--- config.mk ---
export PLATFORM = sky130hd
export DESIGN_NAME = trit_pack_sequencer_flat
export DESIGN_NICKNAME = d
export VERILOG_FILES = /design/src/rtl/trit_pack_pkg.sv /design/src/rtl/trit_pack_sequencer_if.sv /design/src/rtl/trit_pack_counters.sv /design/src/rtl/trit_pack_sequencer.sv /design/src/flat_wrapper.sv
export SDC_FILE = /design/constraint.sdc
export NUM_CORES = 1
export LEC_CHECK = 0
export BUFFER_PORTS_ARGS = -buffer_cell sky130_fd_sc_hd__buf_2
export CORE_MARGIN = 2
export CORE_UTILIZATION = 58
export CTS_BUF_LIST = sky130_fd_sc_hd__clkbuf_16
export DETAILED_ROUTE_END_ITERATION = 10
export PLACE_DENSITY = 0.83
export SETUP_SLACK_MARGIN = 0.3
export SYNTH_ARGS = -nofsm -noshare
export SYNTH_HDL_FRONTEND = slang
export SYNTH_SLANG_ARGS = --single-unit
export TNS_END_PERCENT = 100
--- constraint.sdc ---
create_clock -name clk -period 4.15 [get_ports clk]
set_input_delay 0.2075 -clock clk [delete_from_list [all_inputs] [get_ports clk]]
set_output_delay 0.2075 -clock clk [all_outputs]
set_load 0.005 [all_outputs]
--- src/rtl/trit_pack_pkg.sv ---
// Shared types and default constants for the Encaps trit-packing sequencer.
package trit_pack_pkg;

  typedef enum logic [2:0] {
    ST_IDLE = 3'd0,
    ST_FILL = 3'd1,
    ST_PACK = 3'd2,
    ST_HASH = 3'd3,
    ST_DONE = 3'd4
  } state_e;

  localparam int SHIFTS_PER_GROUP_DEF = 5;
  localparam int WORDS_PER_BLOCK_DEF  = 68;
  localparam int TOTAL_GROUPS_DEF     = 70;
  localparam int BITS_PER_SHIFT       = 4;
  localparam int BITS_PER_WORD        = 16;
  localparam int GRP_CNT_W            = 3;
  localparam int BLK_WORDS_W          = 7;
  localparam int STALL_W              = 16;

  // Bits needed to hold 0..max_val (never narrower than one bit).
  function automatic int cnt_width(input int max_val);
    if (max_val < 2) begin
      return 1;
    end else begin
      return $clog2(max_val + 1);
    end
  endfunction

endpackage

--- src/rtl/trit_pack_sequencer_if.sv ---
// Handshake/enable bundle between the sequencer and the packing datapath.
// stall_cnt exists only when TRIT_PACK_STALL_CNT_EN is defined.
interface trit_pack_sequencer_if;
  import trit_pack_pkg::*;

  logic                   start;
  logic                   rnd_valid;
  logic                   rnd_ready;
  logic                   sh1_en;
  logic [GRP_CNT_W-1:0]   grp_cnt;
  logic                   pack_clr;
  logic                   sh2_en;
  logic                   blk_clr;
  logic                   blk_valid;
  logic                   blk_ready;
  logic                   blk_last;
  logic [BLK_WORDS_W-1:0] blk_words;
  logic                   busy;
  logic                   done;
`ifdef TRIT_PACK_STALL_CNT_EN
  logic [STALL_W-1:0]     stall_cnt;
`endif

  modport master (
    input  start, rnd_valid, blk_ready,
    output rnd_ready, sh1_en, grp_cnt, pack_clr, sh2_en, blk_clr,
           blk_valid, blk_last, blk_words, busy, done
`ifdef TRIT_PACK_STALL_CNT_EN
    , output stall_cnt
`endif
  );

  modport slave (
    output start, rnd_valid, blk_ready,
    input  rnd_ready, sh1_en, grp_cnt, pack_clr, sh2_en, blk_clr,
           blk_valid, blk_last, blk_words, busy, done
`ifdef TRIT_PACK_STALL_CNT_EN
    , input stall_cnt
`endif
  );

endinterface

--- src/rtl/trit_pack_counters.sv ---
// Group-shift, block-word and message-group counters with terminal flags.
module trit_pack_counters
  import trit_pack_pkg::*;
#(
  parameter int SHIFTS_PER_GROUP = SHIFTS_PER_GROUP_DEF,
  parameter int WORDS_PER_BLOCK  = WORDS_PER_BLOCK_DEF,
  parameter int TOTAL_GROUPS     = TOTAL_GROUPS_DEF,
  parameter int GW = cnt_width(SHIFTS_PER_GROUP - 1),
  parameter int WW = cnt_width(WORDS_PER_BLOCK),
  parameter int TW = cnt_width(TOTAL_GROUPS)
) (
  input  logic          clk,
  input  logic          ovr_rst,
  input  logic          clr_all,
  input  logic          grp_inc,
  input  logic          pack_inc,
  input  logic          word_clr,
  output logic [GW-1:0] grp_cnt,
  output logic [WW-1:0] word_cnt,
  output logic          grp_tc,
  output logic          word_tc,
  output logic          tot_tc,
  output logic          all_packed
);

  localparam logic [GW-1:0] GRP_ONE  = GW'(1);
  localparam logic [WW-1:0] WORD_ONE = WW'(1);
  localparam logic [TW-1:0] TOT_ONE  = TW'(1);

  logic [GW-1:0] grp_cnt_r;
  logic [WW-1:0] word_cnt_r;
  logic [TW-1:0] tot_cnt_r;

  // Counter registers; the group index wraps on its terminal shift.
  always_ff @(posedge clk or posedge ovr_rst) begin
    if (ovr_rst) begin
      grp_cnt_r  <= {GW{1'b0}};
      word_cnt_r <= {WW{1'b0}};
      tot_cnt_r  <= {TW{1'b0}};
    end else if (clr_all) begin
      grp_cnt_r  <= {GW{1'b0}};
      word_cnt_r <= {WW{1'b0}};
      tot_cnt_r  <= {TW{1'b0}};
    end else begin
      if (grp_inc) begin
        grp_cnt_r <= grp_tc ? {GW{1'b0}} : grp_cnt_r + GRP_ONE;
      end
      if (pack_inc) begin
        word_cnt_r <= word_cnt_r + WORD_ONE;
        tot_cnt_r  <= tot_cnt_r + TOT_ONE;
      end else if (word_clr) begin
        word_cnt_r <= {WW{1'b0}};
      end
    end
  end

  assign grp_cnt    = grp_cnt_r;
  assign word_cnt   = word_cnt_r;
  assign grp_tc     = (grp_cnt_r == GW'(SHIFTS_PER_GROUP - 1));
  assign word_tc    = (word_cnt_r == WW'(WORDS_PER_BLOCK - 1));
  assign tot_tc     = (tot_cnt_r == TW'(TOTAL_GROUPS - 1));
  assign all_packed = (tot_cnt_r == TW'(TOTAL_GROUPS));

endmodule

--- src/rtl/trit_pack_sequencer.sv ---
// Sequencer for the trit shifter -> packer -> hash buffer -> absorb chain.
// Optional stall_cnt output enabled by defining TRIT_PACK_STALL_CNT_EN.
module trit_pack_sequencer
  import trit_pack_pkg::*;
#(
  parameter int SHIFTS_PER_GROUP = SHIFTS_PER_GROUP_DEF,
  parameter int WORDS_PER_BLOCK  = WORDS_PER_BLOCK_DEF,
  parameter int TOTAL_GROUPS     = TOTAL_GROUPS_DEF
) (
  input  logic                  clk,
  input  logic                  ovr_rst,
  trit_pack_sequencer_if.master bus
);

  localparam int GW = cnt_width(SHIFTS_PER_GROUP - 1);
  localparam int WW = cnt_width(WORDS_PER_BLOCK);
  localparam int TW = cnt_width(TOTAL_GROUPS);

  state_e                 state_r, state_s;
  logic                   clr_all_s, grp_inc_s, pack_inc_s, word_clr_s;
  logic                   grp_tc_s, word_tc_s, tot_tc_s, all_packed_s;
  logic [GW-1:0]          grp_cnt_s;
  logic [WW-1:0]          word_cnt_s;
  logic                   rnd_ready_s, sh1_en_s, pack_clr_s, sh2_en_s;
  logic                   blk_clr_s, blk_valid_s, blk_last_s, busy_s, done_s;
  logic [BLK_WORDS_W-1:0] blk_words_s;

  trit_pack_counters #(
    .SHIFTS_PER_GROUP (SHIFTS_PER_GROUP),
    .WORDS_PER_BLOCK  (WORDS_PER_BLOCK),
    .TOTAL_GROUPS     (TOTAL_GROUPS),
    .GW               (GW),
    .WW               (WW),
    .TW               (TW)
  ) u_counters (
    .clk        (clk),
    .ovr_rst    (ovr_rst),
    .clr_all    (clr_all_s),
    .grp_inc    (grp_inc_s),
    .pack_inc   (pack_inc_s),
    .word_clr   (word_clr_s),
    .grp_cnt    (grp_cnt_s),
    .word_cnt   (word_cnt_s),
    .grp_tc     (grp_tc_s),
    .word_tc    (word_tc_s),
    .tot_tc     (tot_tc_s),
    .all_packed (all_packed_s)
  );

  // State register.
  always_ff @(posedge clk or posedge ovr_rst) begin
    if (ovr_rst) begin
      state_r <= ST_IDLE;
    end else begin
      state_r <= state_s;
    end
  end

  // Next state and datapath enables; enables are decoded from state plus handshakes.
  always_comb begin
    state_s     = state_r;
    rnd_ready_s = 1'b0;
    sh1_en_s    = 1'b0;
    pack_clr_s  = 1'b0;
    sh2_en_s    = 1'b0;
    blk_clr_s   = 1'b0;
    blk_valid_s = 1'b0;
    blk_last_s  = 1'b0;
    blk_words_s = {BLK_WORDS_W{1'b0}};
    busy_s      = 1'b0;
    done_s      = 1'b0;
    clr_all_s   = 1'b0;
    grp_inc_s   = 1'b0;
    pack_inc_s  = 1'b0;
    word_clr_s  = 1'b0;
    case (state_r)
      ST_IDLE: begin
        if (bus.start) begin
          state_s    = ST_FILL;
          blk_clr_s  = 1'b1;
          pack_clr_s = 1'b1;
          clr_all_s  = 1'b1;
        end else begin
          state_s = ST_IDLE;
        end
      end
      ST_FILL: begin
        busy_s      = 1'b1;
        rnd_ready_s = 1'b1;
        if (bus.rnd_valid) begin
          sh1_en_s  = 1'b1;
          grp_inc_s = 1'b1;
          state_s   = grp_tc_s ? ST_PACK : ST_FILL;
        end else begin
          state_s = ST_FILL;
        end
      end
      ST_PACK: begin
        busy_s     = 1'b1;
        sh2_en_s   = 1'b1;
        pack_clr_s = 1'b1;
        pack_inc_s = 1'b1;
        if (word_tc_s || tot_tc_s) begin
          state_s = ST_HASH;
        end else begin
          state_s = ST_FILL;
        end
      end
      ST_HASH: begin
        busy_s      = 1'b1;
        blk_valid_s = 1'b1;
        blk_last_s  = all_packed_s;
        blk_words_s = BLK_WORDS_W'(word_cnt_s);
        if (bus.blk_ready) begin
          if (all_packed_s) begin
            state_s = ST_DONE;
          end else begin
            state_s    = ST_FILL;
            word_clr_s = 1'b1;
            blk_clr_s  = 1'b1;
          end
        end else begin
          state_s = ST_HASH;
        end
      end
      ST_DONE: begin
        done_s  = 1'b1;
        state_s = ST_IDLE;
      end
      default: begin
        state_s = ST_IDLE;
      end
    endcase
  end

  assign bus.rnd_ready = rnd_ready_s;
  assign bus.sh1_en    = sh1_en_s;
  assign bus.grp_cnt   = GRP_CNT_W'(grp_cnt_s);
  assign bus.pack_clr  = pack_clr_s;
  assign bus.sh2_en    = sh2_en_s;
  assign bus.blk_clr   = blk_clr_s;
  assign bus.blk_valid = blk_valid_s;
  assign bus.blk_last  = blk_last_s;
  assign bus.blk_words = blk_words_s;
  assign bus.busy      = busy_s;
  assign bus.done      = done_s;

`ifdef TRIT_PACK_STALL_CNT_EN
  logic [STALL_W-1:0] stall_cnt_r;
  logic               stall_evt_s;

  assign stall_evt_s = ((state_r == ST_FILL) && !bus.rnd_valid) ||
                       ((state_r == ST_HASH) && !bus.blk_ready);

  // Saturating stall counter, cleared when a new message is accepted.
  always_ff @(posedge clk or posedge ovr_rst) begin
    if (ovr_rst) begin
      stall_cnt_r <= {STALL_W{1'b0}};
    end else if (clr_all_s) begin
      stall_cnt_r <= {STALL_W{1'b0}};
    end else if (stall_evt_s && (stall_cnt_r != {STALL_W{1'b1}})) begin
      stall_cnt_r <= stall_cnt_r + 16'd1;
    end
  end

  assign bus.stall_cnt = stall_cnt_r;
`endif

endmodule
--- src/flat_wrapper.sv ---
// flat-port wrapper written by rule: the top's interface ports become plain ports
module trit_pack_sequencer_flat import trit_pack_pkg::*;
#(
  parameter int SHIFTS_PER_GROUP = SHIFTS_PER_GROUP_DEF,
  parameter int WORDS_PER_BLOCK  = WORDS_PER_BLOCK_DEF,
  parameter int TOTAL_GROUPS     = TOTAL_GROUPS_DEF
)
  (clk, ovr_rst, bus_start, bus_rnd_valid, bus_blk_ready, bus_rnd_ready, bus_sh1_en, bus_grp_cnt, bus_pack_clr, bus_sh2_en, bus_blk_clr, bus_blk_valid, bus_blk_last, bus_blk_words, bus_busy, bus_done);
  trit_pack_sequencer_if bus_i ();
  input  logic clk;
  input  logic ovr_rst;
  input wire logic [$bits(bus_i.start)-1:0] bus_start;
  input wire logic [$bits(bus_i.rnd_valid)-1:0] bus_rnd_valid;
  input wire logic [$bits(bus_i.blk_ready)-1:0] bus_blk_ready;
  output wire logic [$bits(bus_i.rnd_ready)-1:0] bus_rnd_ready;
  output wire logic [$bits(bus_i.sh1_en)-1:0] bus_sh1_en;
  output wire logic [$bits(bus_i.grp_cnt)-1:0] bus_grp_cnt;
  output wire logic [$bits(bus_i.pack_clr)-1:0] bus_pack_clr;
  output wire logic [$bits(bus_i.sh2_en)-1:0] bus_sh2_en;
  output wire logic [$bits(bus_i.blk_clr)-1:0] bus_blk_clr;
  output wire logic [$bits(bus_i.blk_valid)-1:0] bus_blk_valid;
  output wire logic [$bits(bus_i.blk_last)-1:0] bus_blk_last;
  output wire logic [$bits(bus_i.blk_words)-1:0] bus_blk_words;
  output wire logic [$bits(bus_i.busy)-1:0] bus_busy;
  output wire logic [$bits(bus_i.done)-1:0] bus_done;
  assign bus_i.start = bus_start;
  assign bus_i.rnd_valid = bus_rnd_valid;
  assign bus_i.blk_ready = bus_blk_ready;
  assign bus_rnd_ready = bus_i.rnd_ready;
  assign bus_sh1_en = bus_i.sh1_en;
  assign bus_grp_cnt = bus_i.grp_cnt;
  assign bus_pack_clr = bus_i.pack_clr;
  assign bus_sh2_en = bus_i.sh2_en;
  assign bus_blk_clr = bus_i.blk_clr;
  assign bus_blk_valid = bus_i.blk_valid;
  assign bus_blk_last = bus_i.blk_last;
  assign bus_blk_words = bus_i.blk_words;
  assign bus_busy = bus_i.busy;
  assign bus_done = bus_i.done;
  trit_pack_sequencer #(.SHIFTS_PER_GROUP(SHIFTS_PER_GROUP), .WORDS_PER_BLOCK(WORDS_PER_BLOCK), .TOTAL_GROUPS(TOTAL_GROUPS)) u_core (.clk(clk), .ovr_rst(ovr_rst), .bus(bus_i));
endmodule
## Yosys cells after proc, flatten, opt, wreduce, memory -nomap -nowiden

Cells that the tools add are included.

| storage, ports and cells | value |
|---|---|
| register bits after elaboration | 20 |
| bits of input ports | 5 |
| output and inout bits | 19 |
| word-level logic and storage cells | 52 |

| cells by class | value |
|---|---|
| $add $sub $neg | 3 |
| equal/unequal tests | 8 |
| mux-type cells | 31 |
| reductions and logical operators | 6 |

Operator list:

| kind | count |
|---|---|
| 7-bit two-way mux | 6 |
| 7-bit == test, second input constant | 3 |
| 3-bit two-way mux | 6 |
| 7-bit by 1-bit adder with 7-bit output, second input constant | 2 |
| 1-bit two-way mux | 14 |
| 3-bit case mux with 4 select lines | 1 |
| 3-bit by 2-bit == test with 1-bit output, second input constant | 2 |
| 3-bit == test, second input constant | 2 |
| 2-bit two-way mux | 2 |
| 1-bit case mux with 2 select lines | 2 |
| 2-bit nonzero test | 2 |
| 3-bit by 1-bit adder with 3-bit output, second input constant | 1 |
| 3-bit by 1-bit == test with 1-bit output, second input constant | 1 |
| 3-bit zero test | 1 |
| 3-bit nonzero test | 1 |
| 3-bit OR reduction | 1 |
| 1-bit logical OR | 1 |

## Logic depth before layout (Yosys ltp)

| logic depth | value |
|---|---|
| depth in word-level cells | 7 |
| gate-level depth with buffers | 7 |

## Modules after synthesis

A second synthesis with hierarchy kept.

| unflattened totals | value |
|---|---|
| cells, all modules | 131 |
| area, all modules | 1196.1 um^2 |

By module, submodules not included:

| module | times used | cells each | area each (um^2) | sequential area each (um^2) |
|---|---|---|---|---|
| trit_pack_counters | 1 | 99 | 937.1 | 425.4 |
| trit_pack_sequencer | 1 | 32 | 259.0 | 75.1 |

## Worst setup path before layout

Ideal clock, no wire load.

| timing path | value |
|---|---|
| path kind | register to register |
| start point | register u_core.u_counters.tot_cnt_r[0] |
| end point | register u_core.u_counters.word_cnt_r[3] (netlist: u_core.u_counters.word_cnt[3]) |
| arrival | 1.486 ns |
| path slack | 2.540 ns |
| cell stages (with the launch flop) | 7 |
| path through | dfrtp_1 > inv_1 > ha_1 > a311o_2 > and2_4 > buf_6 > a211o_1 |

| on the way | value |
|---|---|
| longest elaborated chain between the ends | 5 |

Ends and longest elaborated chain:

| item | RTL line | text |
|---|---|---|
| start, declared | trit_pack_counters.sv:32 | `logic [TW-1:0] tot_cnt_r;` |
| start signal, assigned | trit_pack_counters.sv:39 | `tot_cnt_r <= {TW{1'b0}};` |
| start signal, assigned | trit_pack_counters.sv:43 | `tot_cnt_r <= {TW{1'b0}};` |
| start signal, assigned | trit_pack_counters.sv:50 | `tot_cnt_r <= tot_cnt_r + TOT_ONE;` |
| 7-bit == test | trit_pack_counters.sv:62 | `assign all_packed = (tot_cnt_r == TW'(TOTAL_GROUPS));` |
| 1-bit two-way mux | trit_pack_sequencer.sv:115 | `if (all_packed_s) begin` |
| 1-bit two-way mux | trit_pack_sequencer.sv:114 | `if (bus.blk_ready) begin` |
| 1-bit two-way mux | trit_pack_sequencer.sv:76 | `case (state_r)` |
| 3-bit nonzero test (no source line) | - |  |
| end signal, assigned | trit_pack_counters.sv:42 | `word_cnt_r <= {WW{1'b0}};` |
| end signal, assigned | trit_pack_counters.sv:49 | `word_cnt_r <= word_cnt_r + WORD_ONE;` |
| end signal, assigned | trit_pack_counters.sv:52 | `word_cnt_r <= {WW{1'b0}};` |
| end, declared | trit_pack_counters.sv:31 | `logic [WW-1:0] word_cnt_r;` |

Every way passes these cells.
A chain may end at the register's enable or synchronous reset.

## Worst setup path in the final report

| timing path | value |
|---|---|
| start point | register u_core.state_r[2] |
| end point | output port bus_blk_clr |

| on the way | value |
|---|---|
| longest elaborated chain between the ends | 2 |
| elaborated cells between the ends (all ways) | 3 |
| classes of those cells | eq/ne: 1; mux: 1; reduce/logical: 1 |

Ends and longest elaborated chain:

| item | RTL line | text |
|---|---|---|
| start, declared | trit_pack_sequencer.sv:19 | `state_e state_r, state_s;` |
| start signal, assigned | trit_pack_sequencer.sv:55 | `state_r <= state_s;` |
| 3-bit by 2-bit == test with 1-bit output / 3-bit zero test (equally long branches) | trit_pack_sequencer.sv:76 |  |
| 1-bit case mux with 2 select lines * | trit_pack_sequencer.sv:76 |  |
| end, declared | flat_wrapper.sv:20 | `output wire logic [$bits(bus_i.blk_clr)-1:0] bus_blk_clr;` |

Every way passes the cells marked *; elsewhere a longest branch is shown, timed or not.

==> results <==
- CTS saw 20 sinks.
- The number of cells traversed by the worst register-to-register path is 6.
- The post-CTS clock slew at the launch and capture registers of the worst setup and hold paths is about 0.06 ns.
- The met2 usage in global routing is 38.2%.
- The share of synthesized area occupied by flip-flops and latches is 41.3%.
- The count of flip-flops with a built-in enable after synthesis is 0.
- Once the clock tree was built, the resizer swapped 0 gates to a different size.
- The filler-free cell count of the finished design is 177.
- Derived from the worst setup path, the maximum achievable clock frequency is just over 500 MHz.
- The biggest fanout along the worst timing path is 9.
- The type of destination of the critical path is a primary output.
- The remaining antenna violation count is 0.
- Entering global routing, the biggest net connects 21 pins.
- The max-slew violation total from the final report is 0.
- The cell area after technology mapping is 0.00121 mm2.
- The starting density of the core is between 60% and 70%.
- The number of placed instances, taps included is 173.
- For this run, the detailed router's first-pass iteration total came to 6.
- Setup repair after global routing left no endpoint under its margin.
- The flow ran to the end, and the final reports show no timing, DRC or antenna violations.
- Ranked by total cell area, the synthesized netlist is headed by sky130_fd_sc_hd__dfrtp_1 41%, sky130_fd_sc_hd__ha_1 6.2%, sky130_fd_sc_hd__and2_1 4.6%.
- After technology mapping, the gate count stands at 128.
- In this design, the largest share of critical-path delay is due to simple AND/OR/NAND/NOR gates.
- Synthesis inferred 20 register bits.
- In this run the worst hold path is classified as in2async.
- The floorplan step defined a die boundary enclosing 0.00247 mm2.
- The congestion estimate from routability-driven global placement came to 0.795.
- The final layout contains routed wiring with a total length of 2460 um.
- The core box area is 0.00196 mm2.
- The total of buffers placed on input and output ports is 23.
- The die is 49.7 um tall.
- Of all flip-flops after synthesis, the portion carrying an async set or reset was 100%.
- The maximum number of buffers from clock root to sink is 2.
- The number of antenna violations at the first check in global routing is 0.
- Max-cap violations in this run came to 0.
- The DRC marker count from the first detailed-route iteration is 22.
- Summed over all nets, the half-perimeter wirelength after detailed placement is about 1700 um.
- The critical path is of the reg2out type.
- The total setup violations reported at the end of the flow is 0.
- The final worst clock skew is between 0.002 and 0.003 ns.
- Dividing the final minimum period by the clock period gives 46.4%.
- The clock period minus final worst setup slack is 1.92 ns.
- The final total negative setup slack is 0 ns.
- The most critical setup path has its startpoint at u_core.state_r[2].
- A synthesized cell averages 9.47 um2.
- The die width is 49.7 um.
- The final hold violation count is 0.
- The count of antenna diodes in the layout is 0.
- The number of vias per cell after detailed routing is 5.80.
- The via count of the first global-routing pass is 956.
- The final route contains 1026 vias.
- The later pin in the worst-skew pair is clocked with a latency of 0.25 ns.
- The required time of the critical path is slightly below 4 ns.
- The reg-to-reg critical path startpoint is u_core.state_r[2].
- The slowest cell on the critical path is sky130_fd_sc_hd__nor4b_2.
- After floorplanning, the core was divided into 16 placement rows.
- Global routing used 22.9% of the available tracks across all layers.
- TritonCTS created 3 clock buffers.
- CTS placed an instance of sky130_fd_sc_hd__clkbuf_16 at the clock tree root.
- When the netlist entered floorplanning its net count stood at 139.
- The library cell occupying the most area in the post-synthesis netlist is sky130_fd_sc_hd__dfrtp_1.
- The top cell type by area accounts for 41.3% of the synthesized area.
- The H-tree depth is 1.
- The Yosys step of the flow raised 0 warnings.
- For flop-to-flop paths, the worst setup slack is 2.50 ns.
- Power spread over the standard cell area amounts to 465 mW/mm2.
- The worst setup path is launched from a flop.
- The met1 global-route usage is 31.1%.
- The area growth from synthesis to layout is 16.3%.
- The first global-routing pass estimated around 4400 um of wire.
- The endpoint identified for the worst register-to-register timing path is u_core.u_counters.tot_cnt_r[4].
- The most used routing layer in global routing is met2.
- Buffers added to address setup during post-CTS repair amount to 0.
- STA puts the critical path data arrival time at approximately 1.7 ns.
- For this design the top-level I/O count stands at 24.
- The filler cell count in the final layout is 167.
- Traced cell by cell, the critical path runs through nor4b_2, or2b_1, buf_2.
- The TritonCTS clock tree is done.
- The final layout contains 162 nets.
- After synthesis, the netlist uses 38 different library cells.
- The worst-margin pin slew is 0.790 ns.
- The most common flop cell mapped by yosys is sky130_fd_sc_hd__dfrtp_1.
- Together, buffers and inverters on the worst path number 1.
- For this run the aggregate overflow at the end of global routing stands at 0.
- The routed length per instance is 13.9 um.
- The relative slew slack is 47.2%.
- The met3 demand-to-capacity share in global routing is 2.73%.
- The DRC violation count after routing is 0.
- The leakage power is 0.757 nW.
- The stage delay of the slowest cell on the critical path is 0.75 ns.
- The fraction of layout instances using a drive strength above 1 is 22.7%.
- The largest vdd supply drop is 344 uV.
- The quantity of hold-fixing buffers added after cts is 0.
registers in the layout, indices dropped and copies added, names as in the netlist:
register	cells
u_core.state_r	3
u_core.u_counters.grp_cnt	3
u_core.u_counters.tot_cnt_r	7
u_core.u_counters.word_cnt	7
per-stage QoR:
step	util, %	hold slack (ns)	total power, mW	worst slack [ns]	cell area (um2)
2_1_floorplan	-	0.171	0.401	2.54	1210
3_3_place_gp	67.9	0.377	0.450	2.53	1330
3_5_place_dp	67.9	0.383	0.458	2.46	1330
4_1_cts	71.9	0.117	0.658	2.19	1410
5_1_grt	71.9	0.171	0.701	2.10	1410
6_report	71.9	0.0815	0.655	2.23	1410
worst max-delay path by stage:
stage | slack [ns] | cells past startpoint | end
floorplan | 2.54 | 6 | u_core.u_counters.word_cnt[3]
global placement | 2.53 | 5 | u_core.u_counters.word_cnt[5]
detailed placement | 2.46 | 3 | bus_blk_clr
CTS | 2.19 | 3 | bus_blk_clr
global route | 2.10 | 3 | bus_blk_clr
finish | 2.23 | 3 | bus_blk_clr
final cells by class:
type	instances	area, um2	area share [%]
Inverter	8	30.0	2.13
Multi-Input combinational cell	95	652	46.2
Clock inverter	1	3.75	0.266
Sequential cell	20	500	35.5
Clock buffer	3	75.1	5.32
Timing Repair Buffer	23	115	8.16
Tap cell	27	33.8	2.40
cells by family after synthesis:
kind of cell	Yosys count	synth area share [%]
adder cells (fa/ha/maj)	6	6.19
XOR/XNOR	5	3.61
multiplexers	1	0.929
AND/OR/NAND/NOR	61	29.8
flip-flops	20	41.3
buffers and inverters	13	4.95
AO/OA/AOI/OAI	22	13.2
synth_stat cells (2+ instances only):
library cell,count
sky130_fd_sc_hd__nand2_1,9
sky130_fd_sc_hd__nor2_1,11
sky130_fd_sc_hd__nand4_1,3
sky130_fd_sc_hd__nor3_1,4
sky130_fd_sc_hd__o211a_1,2
sky130_fd_sc_hd__a211o_1,4
sky130_fd_sc_hd__nand3_1,4
sky130_fd_sc_hd__nand2b_1,4
sky130_fd_sc_hd__ha_1,6
sky130_fd_sc_hd__buf_2,2
sky130_fd_sc_hd__nor4_1,4
sky130_fd_sc_hd__o21ai_0,3
sky130_fd_sc_hd__and2_1,9
sky130_fd_sc_hd__inv_1,8
sky130_fd_sc_hd__a21oi_1,6
sky130_fd_sc_hd__and3_1,5
sky130_fd_sc_hd__xnor2_1,2
sky130_fd_sc_hd__dfrtp_1,20
sky130_fd_sc_hd__xor2_1,3
power breakdown:
part / internal [mW] / switching (mW)
clock: 0.128 / 0.0713
combinational: 0.0842 / 0.106
sequential: 0.226 / 0.0402
total: 0.438 / 0.217
layer usage:
layer	share of wire, %	up-vias
met3	4.3	7
met2	48	31
met4	1.5	0
met1	46	491
met5	0	-
li1	-	497
placed cells by master, fill, tap and decap left out, drive strengths merged, types with 4 or more instances in the layout:
cell type,count
buf,23
dfrtp,20
nor2,11
and2,11
nand2,9
inv,8
a21oi,6
ha,6
and3,6
nand2b,4
nor4,4
nand3,4
nor3,4
a211o,4
Note: power is estimated with default switching activity, not from simulation.
